==> config.mk <==
export PLATFORM = sky130hd
export DESIGN_NAME = multi_edge_sync
export DESIGN_NICKNAME = d
export VERILOG_FILES = /design/src/rtl/edge_sync_pkg.sv /design/src/rtl/sync_chain.sv /design/src/rtl/multi_edge_sync.sv
export SDC_FILE = /design/constraint.sdc
export NUM_CORES = 1
export LEC_CHECK = 0
export ABC_AREA = 1
export BUFFER_PORTS_ARGS = -buffer_cell sky130_fd_sc_hd__buf_4
export CELL_PAD_IN_SITES_DETAIL_PLACEMENT = 1
export CELL_PAD_IN_SITES_GLOBAL_PLACEMENT = 1
export CORE_MARGIN = 5
export CORE_UTILIZATION = 39
export CTS_CLUSTER_DIAMETER = 30
export DETAILED_ROUTE_END_ITERATION = 8
export PLACE_DENSITY_LB_ADDON = 0.1
export SLEW_MARGIN = 20
export SYNTH_ARGS = -nofsm -noshare
export SYNTH_HDL_FRONTEND = slang
export SYNTH_SLANG_ARGS = --single-unit
export TNS_END_PERCENT = 5
==> constraint.sdc <==
create_clock -name outclk -period 1.54 [get_ports outclk]
set_input_delay 0.077 -clock outclk [delete_from_list [all_inputs] [get_ports outclk]]
set_output_delay 0.077 -clock outclk [all_outputs]
set_load 0.1 [all_outputs]
==> src/rtl/edge_sync_pkg.sv <==
// Shared types, parameter limits and edge-classification helper for multi_edge_sync.
package edge_sync_pkg;

  typedef enum logic [1:0] {
    EDGE_RISE = 2'b00,
    EDGE_FALL = 2'b01,
    EDGE_BOTH = 2'b10,
    EDGE_OFF  = 2'b11
  } edge_mode_t;

  localparam int unsigned CHANNELS_MIN = 1;
  localparam int unsigned CHANNELS_MAX = 32;
  localparam int unsigned STAGES_MIN   = 2;
  localparam int unsigned STAGES_MAX   = 4;
  localparam int unsigned CNT_W_MIN    = 1;
  localparam int unsigned CNT_W_MAX    = 16;

  // Warm-up counter must reach STAGES_MAX+1.
  localparam int unsigned WARM_W = 3;

  function automatic logic edge_hit(input edge_mode_t mode, input logic last, input logic prev);
    logic hit;
    hit = 1'b0;
    case (mode)
      EDGE_RISE: hit = last & ~prev;
      EDGE_FALL: hit = ~last & prev;
      EDGE_BOTH: hit = last ^ prev;
      default:   hit = 1'b0;
    endcase
    return hit;
  endfunction

endpackage

==> src/rtl/sync_chain.sv <==
// Per-channel STAGES-deep flip-flop synchronizer, cleared by synchronous reset.
module sync_chain
  import edge_sync_pkg::*;
#(
  parameter int unsigned STAGES = 2
) (
  input  logic outclk,
  input  logic reset,
  input  logic d,
  output logic q
);

  if (STAGES < STAGES_MIN || STAGES > STAGES_MAX) begin : g_bad_stages
    $error("sync_chain: STAGES out of range");
  end

  logic [STAGES-1:0] r_stage;

  always_ff @(posedge outclk) begin
    if (reset) begin
      r_stage <= '0;
    end else begin
      r_stage <= {r_stage[STAGES-2:0], d};
    end
  end

  assign q = r_stage[STAGES-1];

endmodule

==> src/rtl/multi_edge_sync.sv <==
// Multi-channel synchronizer with per-channel edge detection, sticky flags and
// saturating event counters; a shared warm-up counter masks events after reset.
module multi_edge_sync
  import edge_sync_pkg::*;
#(
  parameter int unsigned CHANNELS = 4,
  parameter int unsigned STAGES   = 2,
  parameter int unsigned CNT_W    = 8
) (
  input  logic                      outclk,
  input  logic                      reset,
  input  logic [CHANNELS-1:0]       async_sig,
  input  logic [2*CHANNELS-1:0]     edge_mode,
  input  logic [CHANNELS-1:0]       ack,
  input  logic [CHANNELS-1:0]       cnt_clr,
  output logic [CHANNELS-1:0]       out_sync_sig,
  output logic [CHANNELS-1:0]       pending,
  output logic [CHANNELS-1:0]       overflow,
  output logic [CHANNELS*CNT_W-1:0] event_count
);

  if (CHANNELS < CHANNELS_MIN || CHANNELS > CHANNELS_MAX ||
      CNT_W < CNT_W_MIN || CNT_W > CNT_W_MAX) begin : g_bad_param
    $error("multi_edge_sync: parameter out of range");
  end

  localparam logic [WARM_W-1:0] WARM_DONE = WARM_W'(STAGES + 1);
  localparam logic [CNT_W-1:0]  CNT_MAX   = '1;

  logic [WARM_W-1:0] r_warm;
  logic              w_armed;

  // Counts the first STAGES+1 edges after reset release, then holds.
  always_ff @(posedge outclk) begin
    if (reset) begin
      r_warm <= '0;
    end else if (r_warm != WARM_DONE) begin
      r_warm <= r_warm + WARM_W'(1);
    end
  end

  assign w_armed = (r_warm == WARM_DONE);

  for (genvar g = 0; g < CHANNELS; g++) begin : g_ch
    logic             w_last;
    logic             w_event;
    logic             r_prev;
    logic             r_pulse;
    logic             r_pending;
    logic             r_overflow;
    logic [CNT_W-1:0] r_count;

    sync_chain #(.STAGES(STAGES)) u_sync (
      .outclk (outclk),
      .reset  (reset),
      .d      (async_sig[g]),
      .q      (w_last)
    );

    // Mode only gates the comparison, so changing it never fabricates an edge.
    assign w_event = w_armed &
                     edge_hit(edge_mode_t'(edge_mode[2*g +: 2]), w_last, r_prev);

    always_ff @(posedge outclk) begin
      if (reset) begin
        r_prev     <= 1'b0;
        r_pulse    <= 1'b0;
        r_pending  <= 1'b0;
        r_overflow <= 1'b0;
      end else begin
        r_prev  <= w_last;
        r_pulse <= w_event;
        if (ack[g]) begin
          r_pending  <= w_event;
          r_overflow <= 1'b0;
        end else if (w_event) begin
          r_pending <= 1'b1;
          if (r_pending) begin
            r_overflow <= 1'b1;
          end
        end
      end
    end

    // Clear wins over increment but still counts a coincident event.
    always_ff @(posedge outclk) begin
      if (reset) begin
        r_count <= '0;
      end else if (cnt_clr[g]) begin
        r_count <= CNT_W'(w_event);
      end else if (w_event && (r_count != CNT_MAX)) begin
        r_count <= r_count + CNT_W'(1);
      end
    end

    assign out_sync_sig[g]                 = r_pulse;
    assign pending[g]                      = r_pending;
    assign overflow[g]                     = r_overflow;
    assign event_count[g*CNT_W +: CNT_W]   = r_count;
  end

endmodule

# Word level (Yosys, flattened, before mapping)
# Index checks and enable logic that the tools add are counted.
[op_classes]
n_reduce_logical = 28
eq_ne = 14
muxes = 20
addsub = 5
bitwise_logic = 24
[ops]
columns = ["operator", "n"]
rows = [
  ["adder 8 x 1 -> 8 bit, second input constant", 4],
  ["!= test 8 bit, second input constant", 4],
  ["two-way mux 1 bit", 16],
  ["nonzero test 2 bit", 8],
  ["OR reduction 2 bit", 8],
  ["bitwise AND 1 bit", 12],
  ["case mux 1 bit (3 select lines)", 4],
  ["== test 2 x 1 -> 1 bit, second input constant", 4],
  ["== test 2 bit, second input constant", 4],
  ["logical NOT 2 bit", 4],
  ["NOT 1 bit", 8],
  ["AND reduction 2 bit", 4],
  ["logical AND 1 bit", 4],
  ["XOR 1 bit", 4],
  ["adder 3 x 1 -> 3 bit, second input constant", 1],
  ["== test 3 x 2 -> 1 bit, second input constant", 1],
  ["!= test 3 x 2 -> 1 bit, second input constant", 1],
]
[totals]
output_inout_bits = 44
inputBits = 22
ff_bits = 59
word_cells = 120

# Logic depth before layout (Yosys ltp)
# Gate-level depths: netlist of run 1.
[depth]
depth_word = 7
mapped_depth = 12
mapped_depth_nobuf = 12

# Modules after synthesis
# A second synthesis of run 1 with hierarchy kept.
[unflattened]
cells_unflattened = 440
area_unflattened_um2 = 3161.8
[by_module_without_submodules]
columns = ["mod", "area_per_inst_um2", "cells_per_inst", "seq_area_each_um2", "instances"]
rows = [
  ["multi_edge_sync", 2941.6, 416, 1021.0, 1],
  ["sync_chain", 55.1, 6, 40.0, 4],
]

# Least setup slack after synthesis of run 1
# Ideal clock, no wire load.
[synth_path]
kind = "register to register"
startpoint = "register g_ch[3].r_count[0]"
endpoint = "register g_ch[3].r_count[0]"
synth_period_minus_slack_ns = 2.104
required_time_ns = 1.484
n_path_buf = 0
path_stages_with_launch = 10
arrival_time_ns = 2.048
path_slack_ns = -0.564
setup_ns = 0.056
cell_sequence = "dfxtp_1 ha_1 nand2_1 nor2_2 nand2_2 nand3_2 nand2_1 nand3_1 nand2_1 inv_1"
[synth_between]
elab_chain_cells = 3
[synth_rtl]
columns = ["item", "line", "source"]
rows = [
  ["from (decl)", "multi_edge_sync.sv:51", "logic [CNT_W-1:0] r_count;"],
  ["from (signal assigned)", "multi_edge_sync.sv:90", "r_count <= CNT_W'(w_event);"],
  ["from (signal assigned)", "multi_edge_sync.sv:92", "r_count <= r_count + CNT_W'(1);"],
  ["adder 8 x 1 -> 8 bit / != test 8 bit (equally long branches)", "multi_edge_sync.sv:92, multi_edge_sync.sv:91", ""],
  ["two-way mux 1 bit / logical AND 1 bit (equally long branches)", "multi_edge_sync.sv:91", "end else if (w_event && (r_count != CNT_MAX)) begin"],
  ["two-way mux 1 bit / nonzero test 2 bit (equally long branches)", "n/a", ""],
]
# Parallel ways exist; a longest one is shown, timed or not. The select of a mux whose other input is x is not followed.
# A chain may end at the register's enable or synchronous reset.

# Worst setup path in the final report of run 1
[layout_path]
startpoint = "register g_ch[3].r_prev"
endpoint = "register g_ch[3].r_count[2]"
[layout_between]
elab_chain_cells = 5
[layout_rtl]
columns = ["item", "line", "source"]
rows = [
  ["from (decl)", "multi_edge_sync.sv:47", "logic r_prev;"],
  ["from (signal assigned)", "multi_edge_sync.sv:71", "r_prev <= w_last;"],
  ["NOT 1 bit", "edge_sync_pkg.sv:25", "EDGE_RISE: hit = last & ~prev;"],
  ["bitwise AND 1 bit", "edge_sync_pkg.sv:25", ""],
  ["case mux 1 bit (3 select lines) *", "edge_sync_pkg.sv:24", "case (mode)"],
  ["bitwise AND 1 bit *", "multi_edge_sync.sv:61", "assign w_event = w_armed &"],
  ["logical AND 1 bit *", "multi_edge_sync.sv:91", ""],
]
# Every way passes the cells marked *; elsewhere a longest branch is shown, timed or not.

==> summary.txt, run 1 <==
Job
  – MaxCap Viol Count: 0

GRT
  – Initial antenna violation count: 0
  – First-pass GRT wire length: between 10,000 and 15,000 um
  – Congestion Overflow GR: 0
  – GR Util met2: 0.302
  – GRT Util Overall: 0.171
  – Vias in the first global route: 3,142
  – M3 GR Usage: 0.0435
  – Largest net degree at the start of global routing: 21
  – GR Util met1: 0.199
  – Layer carrying the most global-route usage: met2

Power and ir drop
  – Internal power: between 2 and 2.5 mW
  – Clock power share: 0.417
  – Sw Pwr: 0.887 mW
  – Peak supply drop: 0.492 mV
  – Power per cell area: 819 nW/um^2
  – Comb pwr share: 0.112
  – Leakage: ~1.9 nW
  – Sw frac: 0.262
  – Flop pwr share: 0.471

Yosys
  – Main synth FF type: dfxtp_1
  – Synth Area in Simple Gates: 0.326
  – Syn Std Cell Area: ~3100 um^2
  – Count of different cell masters after synthesis: 25
  – Complex-gate fraction of the synthesized area: 0.0720
  – Post-synthesis adder-cell area fraction: 0.0560
  – Mapped Nets: 476
  – Synth top area share: 0.377
  – Syn Inst Count: 440
  – Asr flop ratio synth: 0
  – Synthesis-stage register bit count: 59
  – Largest family of logic cells by synthesized area: simple AND/OR/NAND/NOR gates
  – Syn Area/Cell: 7.11 um^2
  – Post-synthesis sequential area ratio: 0.377
  – Leading post-synthesis cells by cell area: dfxtp_1, nand2_1, inv_1
  – Proportion of synthesized area in mux cells: 0
  – Post-synth top area cell: dfxtp_1
  – Number of synthesized flops with an enable pin: 0
  – Yosys warning total: 0
  – Xor-xnor portion of the synthesized cell area: 0.0364

Floorplanning
  – Cell Rows: 32
  – Die Y: 99.6 um
  – Die Width: 99.6 um
  – I/O pin count: 66
  – Core ar.: 7770 um^2
  – Die area: 9920 um^2
  – Initial Util: 0.403

Cells and area
  – Commonest non-fill, non-tap cell in the layout: nand2_1
  – Antenna diodes: 0
  – Most frequent cells in the layout: nand2_1, inv_1, buf_4, nand3_1, nor2_1
  – Nets: 556
  – Layout cell share with drive strength beyond 1: 0.310
  – Area Overhead vs Synth: 31.9%
  – FILL cells: 1,013

STA
  – Slew Limit Fails: 0
  – Part of the cycle the worst path needs: 0.944
  – Min Tclk post-route: between 1 and 1.5 ns
  – Final setup TNS: 0 ns
  – Max-slew headroom: 0.813
  – Worst hold slack: 0.0234 ns
  – Unrepaired setup endpoints after global routing: yes
  – Hold Fails Final Rpt: 0
  – Final setup fails: 0
  – Slew @ Worst Pin: about 0.28 ns
  – Fmax achieved: 0.688 GHz
  – Clock Skew: ~0.0099 ns

Detailed routing
  – Initial DRT Pass Iterations: 4
  – WL/cell: 13.2 um
  – Residual DRC count: 0
  – Total number of vias: between 3,000 and 4,000
  – Initial drt markers: 47
  – Routed wire length: 8260 um
  – Post-DRT Antenna Nets: 0
  – DR vias/cell: 4.81

Clock tree
  – CTS Buf Count: 9
  – Clk slew on worst S/H paths: 0.07 ns
  – CTS root buf: clkbuf_8
  – Depth of the CTS H-tree: 3
  – Clock tree buffer depth: 2
  – TritonCTS clock tree: yes
  – Clk_lat worst skew: 0.33 ns
  – CTS sink cnt: 59

Hold path
  – Hold Path Class: in -> reg

Critical path
  – Crit path kind: reg -> reg
  – CP arrival: 1.66 ns
  – Worst path required time: 1.75 ns
  – Nature of the critical path startpoint: register
  – Crit-path max FO: 8
  – CP endpoint kind: register

Place
  – Port bufs: 65
  – DP HPWL: between 5000 and 6000 um
  – Routability cong.: approximately 0.79

Outcome
  – Outcome: completed
## power groups by stage
stage	combinational (mW)	clock, mW	sequential [mW]
2_1_floorplan	0.199	0	1.65
3_3_place_gp	0.322	0	1.63
3_5_place_dp	0.339	0	1.63
4_1_cts	0.360	1.45	1.59
5_1_grt	0.421	1.53	1.60
6_report	0.378	1.41	1.59
## Yosys cell counts, types with 4 or more instances
cell type,count
inv_1,77
nand3b_1,9
nand3_2,4
ha_1,14
nand4_1,9
nand3_1,43
nand2_1,97
or2_2,4
a21oi_1,31
buf_4,12
xor2_1,11
dfxtp_1,59
o21ai_0,9
nor2_1,36
o22ai_1,4
## logic make-up after synthesis
family,Yosys count
simple gates,214
fa+ha+maj,14
flops,59
compound gates,44
xor+xnor,13
buf+inv,96
## worst max-delay path, cell delays in order (launching register included)
cell and delay, ns:
dfxtp_2 0.33, inv_1 0.04, ha_1 0.27, nand2_1 0.07, nand3_1 0.09, nand2_2 0.14
nand3_4 0.13, buf_4 0.16, nand2_1 0.05, a21oi_1 0.06
## flip-flops by register name, indices dropped and copies added (netlist names)
| register | cells |
|---|---|
| g_ch.r_count | 32 |
| g_ch.u_sync.r_stage | 8 |
| g_ch.r_overflow | 4 |
| g_ch.r_pending | 4 |
| g_ch.r_prev | 4 |
| g_ch.r_pulse | 4 |
| r_warm | 3 |
## metal layers
layer | vias to the layer above | routed length (um)
met4 | 0 | 127
li1 | 1543 | -
met2 | 50 | 4210
met3 | 11 | 329
met1 | 1413 | 3590
met5 | - | 0
## cell type report
| class | instances | area (um^2) | area share |
|---|---|---|---|
| multi-input combinational | 285 | 1610 | 0.390 |
| sequential | 59 | 1230 | 0.298 |
| timing repair buffer | 83 | 643 | 0.156 |
| inverter | 80 | 308 | 0.0745 |
| clock buffer | 11 | 141 | 0.0342 |
| tap | 102 | 128 | 0.0309 |
| clock inverter | 5 | 51.3 | 0.0124 |
| timing repair inverter | 2 | 15.0 | 0.00364 |
## stage by stage
| step | setup slack (ns) | utilization | instances | total power, mW | cell area, um^2 |
|---|---|---|---|---|---|
| final | 0.0861 | 0.532 | 627 | 3.38 | 4130 |
| after detailed placement | -0.0312 | 0.482 | 600 | 1.97 | 3750 |
| after floorplan | -0.148 | - | 440 | 1.85 | 3180 |
| after CTS | 0.0206 | 0.518 | 624 | 3.41 | 4020 |
| after global routing | -0.0262 | 0.532 | 627 | 3.55 | 4130 |
| after global placement | 0.0899 | 0.482 | 600 | 1.95 | 3750 |
## path summary, 6_finish.rpt
check | to | startpoint | cells past startpoint | slack (ns)
hold / removal | g_ch[3].r_count[6] | cnt_clr[3] | 4 | 0.02
setup reg to reg | g_ch[3].r_count[2] | g_ch[3].r_prev | 9 | 0.09
setup / recovery | g_ch[3].r_count[2] | g_ch[3].r_prev | 9 | 0.09
hold reg to reg | g_ch[2].u_sync.r_stage[1] | g_ch[2].u_sync.r_stage[0] | 2 | 0.41
## repair_timing
item / in CTS / in global routing
hold buffers: 8 / 0
hold endpoints to repair: 8 / 0
setup endpoints to repair: 8 / 35
pin swaps: 0 / 1
cloned: 0 / 2
resized for setup: 2 / 25
buffers inserted: 0 / 1
No activity file was read; power rests on OpenSTA's default activity.
==> run 2, diff against run 1 <==
--- a/config.mk
+++ b/config.mk
@@ -13,7 +13,9 @@
 export CORE_UTILIZATION = 39
 export CTS_CLUSTER_DIAMETER = 30
 export DETAILED_ROUTE_END_ITERATION = 8
+export GPL_TIMING_DRIVEN = 0
 export PLACE_DENSITY_LB_ADDON = 0.1
+export SETUP_SLACK_MARGIN = 0.4
 export SLEW_MARGIN = 20
 export SYNTH_ARGS = -nofsm -noshare
 export SYNTH_HDL_FRONTEND = slang
==> run 2 against run 1 <==
Effect of this change: sequential power barely moved; final cell count up 4.3%; setup slack lost 0.049 ns; clock power rose by 7%; core utilization increased by 6.7 points; clock skew grew 0.00061 ns; combinational power grew 53%; sequential share of layout area is 2.2 points lower; highest routed layer unchanged.
==> summary.txt, run 2 (synthesis gave the netlist of run 1 again) <==
Floorplanning
  – Die Y: 99.6 um (unchanged)
  – Die Width: 99.6 um (unchanged)
  – Cell Rows: 32 (unchanged)
  – Initial Util: 0.403 (unchanged)
  – Die area: 9920 um^2 (unchanged)
  – Core ar.: 7770 um^2 (unchanged)
  – I/O pin count: 66 (unchanged)

Critical path
  – CP endpoint kind: register
  – R2R Path End: g_ch[0].r_count[6]
  – Worst-path cell with the longest stage delay: dfxtp_2
  – Crit-path most repeated cell: nand2_1
  – R2R cell count: 11 (+2)
  – Crit path capture: g_ch[0].r_count[6]
  – Nature of the critical path startpoint: register
  – R2R Setup Slk: 0.04 ns (-0.05 ns)
  – Reg2reg start: g_ch[0].r_prev
  – Worst path required time: 1.81 ns (+0.06 ns)
  – Crit-path max FO: 8 (unchanged)
  – Critical path origin: g_ch[0].r_prev
  – Crit path kind: reg -> reg
  – Delay of the slowest critical-path stage: 0.33 ns (about the same)
  – CP arrival: 1.78 ns (+0.12 ns)
  – CP cell instances: inv_1 -> ha_1 -> nand2_1 -> nand3_2 -> nand2_4 -> nand2_4 -> inv_6 -> nand2_1 -> nand2_1 -> nand2_1 -> nor2_1

Place
  – Placed cell area: 3920 um^2 (+4.7%)
  – Placed cell count: 607 (+1.2%)
  – Routability cong.: 0.754 (-4.1%)
  – DP HPWL: 6310 um (+6.2%)
  – Port bufs: 65 (unchanged)

STA
  – Clock Skew: 0.0105 ns (+0.000613 ns)
  – Fmax achieved: 0.665 GHz (-3.3%)
  – Unrepaired setup endpoints after global routing: yes
  – Slew @ Worst Pin: 0.475 ns (+0.195 ns)
  – Part of the cycle the worst path needs: 0.976 (+0.0321)
  – Slew Limit Fails: 0 (unchanged)
  – Hold Fails Final Rpt: 0 (unchanged)
  – Max-slew headroom: 0.683 (-0.130)
  – Final setup TNS: 0 ns (unchanged)
  – Final setup fails: 0 (unchanged)
  – Min Tclk post-route: 1.50 ns (+0.0495 ns)

Clock tree
  – Clk slew on worst S/H paths: 0.07 ns (about the same)
  – CTS root buf: clkbuf_8
  – Depth of the CTS H-tree: 3 (unchanged)
  – Clk_lat worst skew: 0.34 ns (about the same)
  – CTS sink cnt: 59 (unchanged)
  – TritonCTS clock tree: yes
  – CTS Buf Count: 9 (unchanged)
  – Clock tree buffer depth: 2 (unchanged)

Detailed routing
  – DR vias/cell: 4.92 (+2.2%)
  – Routed wire length: 10,500 um (+27%)
  – Initial drt markers: 112 (+140%)
  – Total number of vias: 3,215 (+6.6%)
  – Initial DRT Pass Iterations: 4 (unchanged)
  – Post-DRT Antenna Nets: 0 (unchanged)
  – WL/cell: 16.1 um (+22%)
  – Residual DRC count: 0 (unchanged)

Job
  – MaxCap Viol Count: 0 (unchanged)

Power and ir drop
  – Sw frac: 0.275 (+0.0130)
  – Flop pwr share: 0.431 (-0.040)
  – Power per cell area: 789 nW/um^2 (-3.7%)
  – Leakage: 2.12 nW (+11%)
  – Comb pwr share: 0.158 (+0.046)
  – Internal power: 2.66 mW (+6.6%)
  – Sw Pwr: 1.01 mW (+14%)
  – Peak supply drop: 0.470 mV (-4.5%)
  – Clock power share: 0.411 (-0.006)
  – Overall power: 3.67 mW (+8.5%)

GRT
  – Largest net degree at the start of global routing: 11 (-48%)
  – GRT Util Overall: 0.184 (+0.0133)
  – Vias in the first global route: 3,249 (+3.4%)
  – Congestion Overflow GR: 0 (unchanged)
  – First-pass GRT wire length: 14,900 um (+8.3%)
  – Initial antenna violation count: 0 (unchanged)

Cells and area
  – Post-route cell area: 4650 um^2 (+13%)
  – Top Registers: g_ch.r_count (32), g_ch.u_sync.r_stage (8)
  – Layout cell share with drive strength beyond 1: 0.395 (+0.0845)
  – Most frequent cells in the layout: buf_4, nand2_1, inv_1, nor2_1, nand3_1
  – Antenna diodes: 0 (unchanged)
  – Commonest non-fill, non-tap cell in the layout: buf_4
  – Nets: 583 (+4.9%)
  – Max reg flops: 32 (unchanged)
  – Area Overhead vs Synth: 48.6%
  – Biggest register: g_ch.r_count
  – Fin cells: 654 (+4.3%)

Outcome
  – Outcome: completed

Hold path
  – Hold Path Class: in -> reg
[run 2: power groups by stage]
stage | clock, mW | sequential [mW] | combinational [mW]
floorplan | 0 | 1.62 | 0.207
detailed placement | 0 | 1.60 | 0.359
global placement | 0 | 1.60 | 0.342
finish | 1.51 | 1.58 | 0.578
global route | 1.61 | 1.59 | 0.615
CTS | 1.50 | 1.57 | 0.449
[run 2: worst min-delay path by stage]
stage / from / endpoint / slack (ns) / depth (start not counted)
final: ack[1] / g_ch[1].r_overflow / 0.02 / 3
after global routing: ack[1] / g_ch[1].r_overflow / 0.006 / 3
after CTS: cnt_clr[0] / g_ch[0].r_count[6] / 0.005 / 4
after detailed placement: async_sig[0] / g_ch[0].u_sync.r_stage[0] / 0.30 / 3
after global placement: async_sig[1] / g_ch[1].u_sync.r_stage[0] / 0.29 / 3
after floorplan: async_sig[0] / g_ch[0].u_sync.r_stage[0] / 0.18 / 2
[run 2: what timing repair did]
action | 4_1_cts | 5_1_grt
hold endpoints to repair | 6 | 0
cloned | 2 | 1
setup buffers | 6 | 16
endpoints found under the setup margin | 52 | 61
hold buffers | 6 | 0
pin swaps | 7 | 23
resized for setup | 28 | 32
[run 2: layout make-up]
cell class / instances / area, um^2
fillers: 967 / 3120
plain buffers: 16 / 123
inverters: 80 / 315
clock inverters: 3 / 15.0
multi-input cells: 285 / 1820
well taps: 102 / 128
clock buffers: 13 / 201
repair buffers: 94 / 751
repair inverters: 2 / 15.0
flip-flops and latches: 59 / 1280
[run 2: metal layers]
layer  wire [um]  up-vias  track usage
li1            -     1593            -
met1        4380     1539        0.209
met2        5560       66        0.343
met3         358       17       0.0309
met4         199        0       0.0651
met5           0        -            0
[run 2: critical path, delay by kind of cell (launching register included)]
family	cells	cell delay, ns
and+or+nand+nor	8	0.68
DFF	1	0.33
adders and majority gates	1	0.28
buffers and inverters	2	0.14
[run 2: per-stage QoR]
step | worst slack [ns] | util | hold WS [ns]
3_3_place_gp | -0.0727 | 0.505 | 0.291
5_1_grt | -0.0622 | 0.599 | 0.00557
2_1_floorplan | 0.100 | - | 0.184
6_report | 0.0366 | 0.599 | 0.0162
4_1_cts | 0.0847 | 0.563 | 0.00544
3_5_place_dp | -0.110 | 0.505 | 0.297
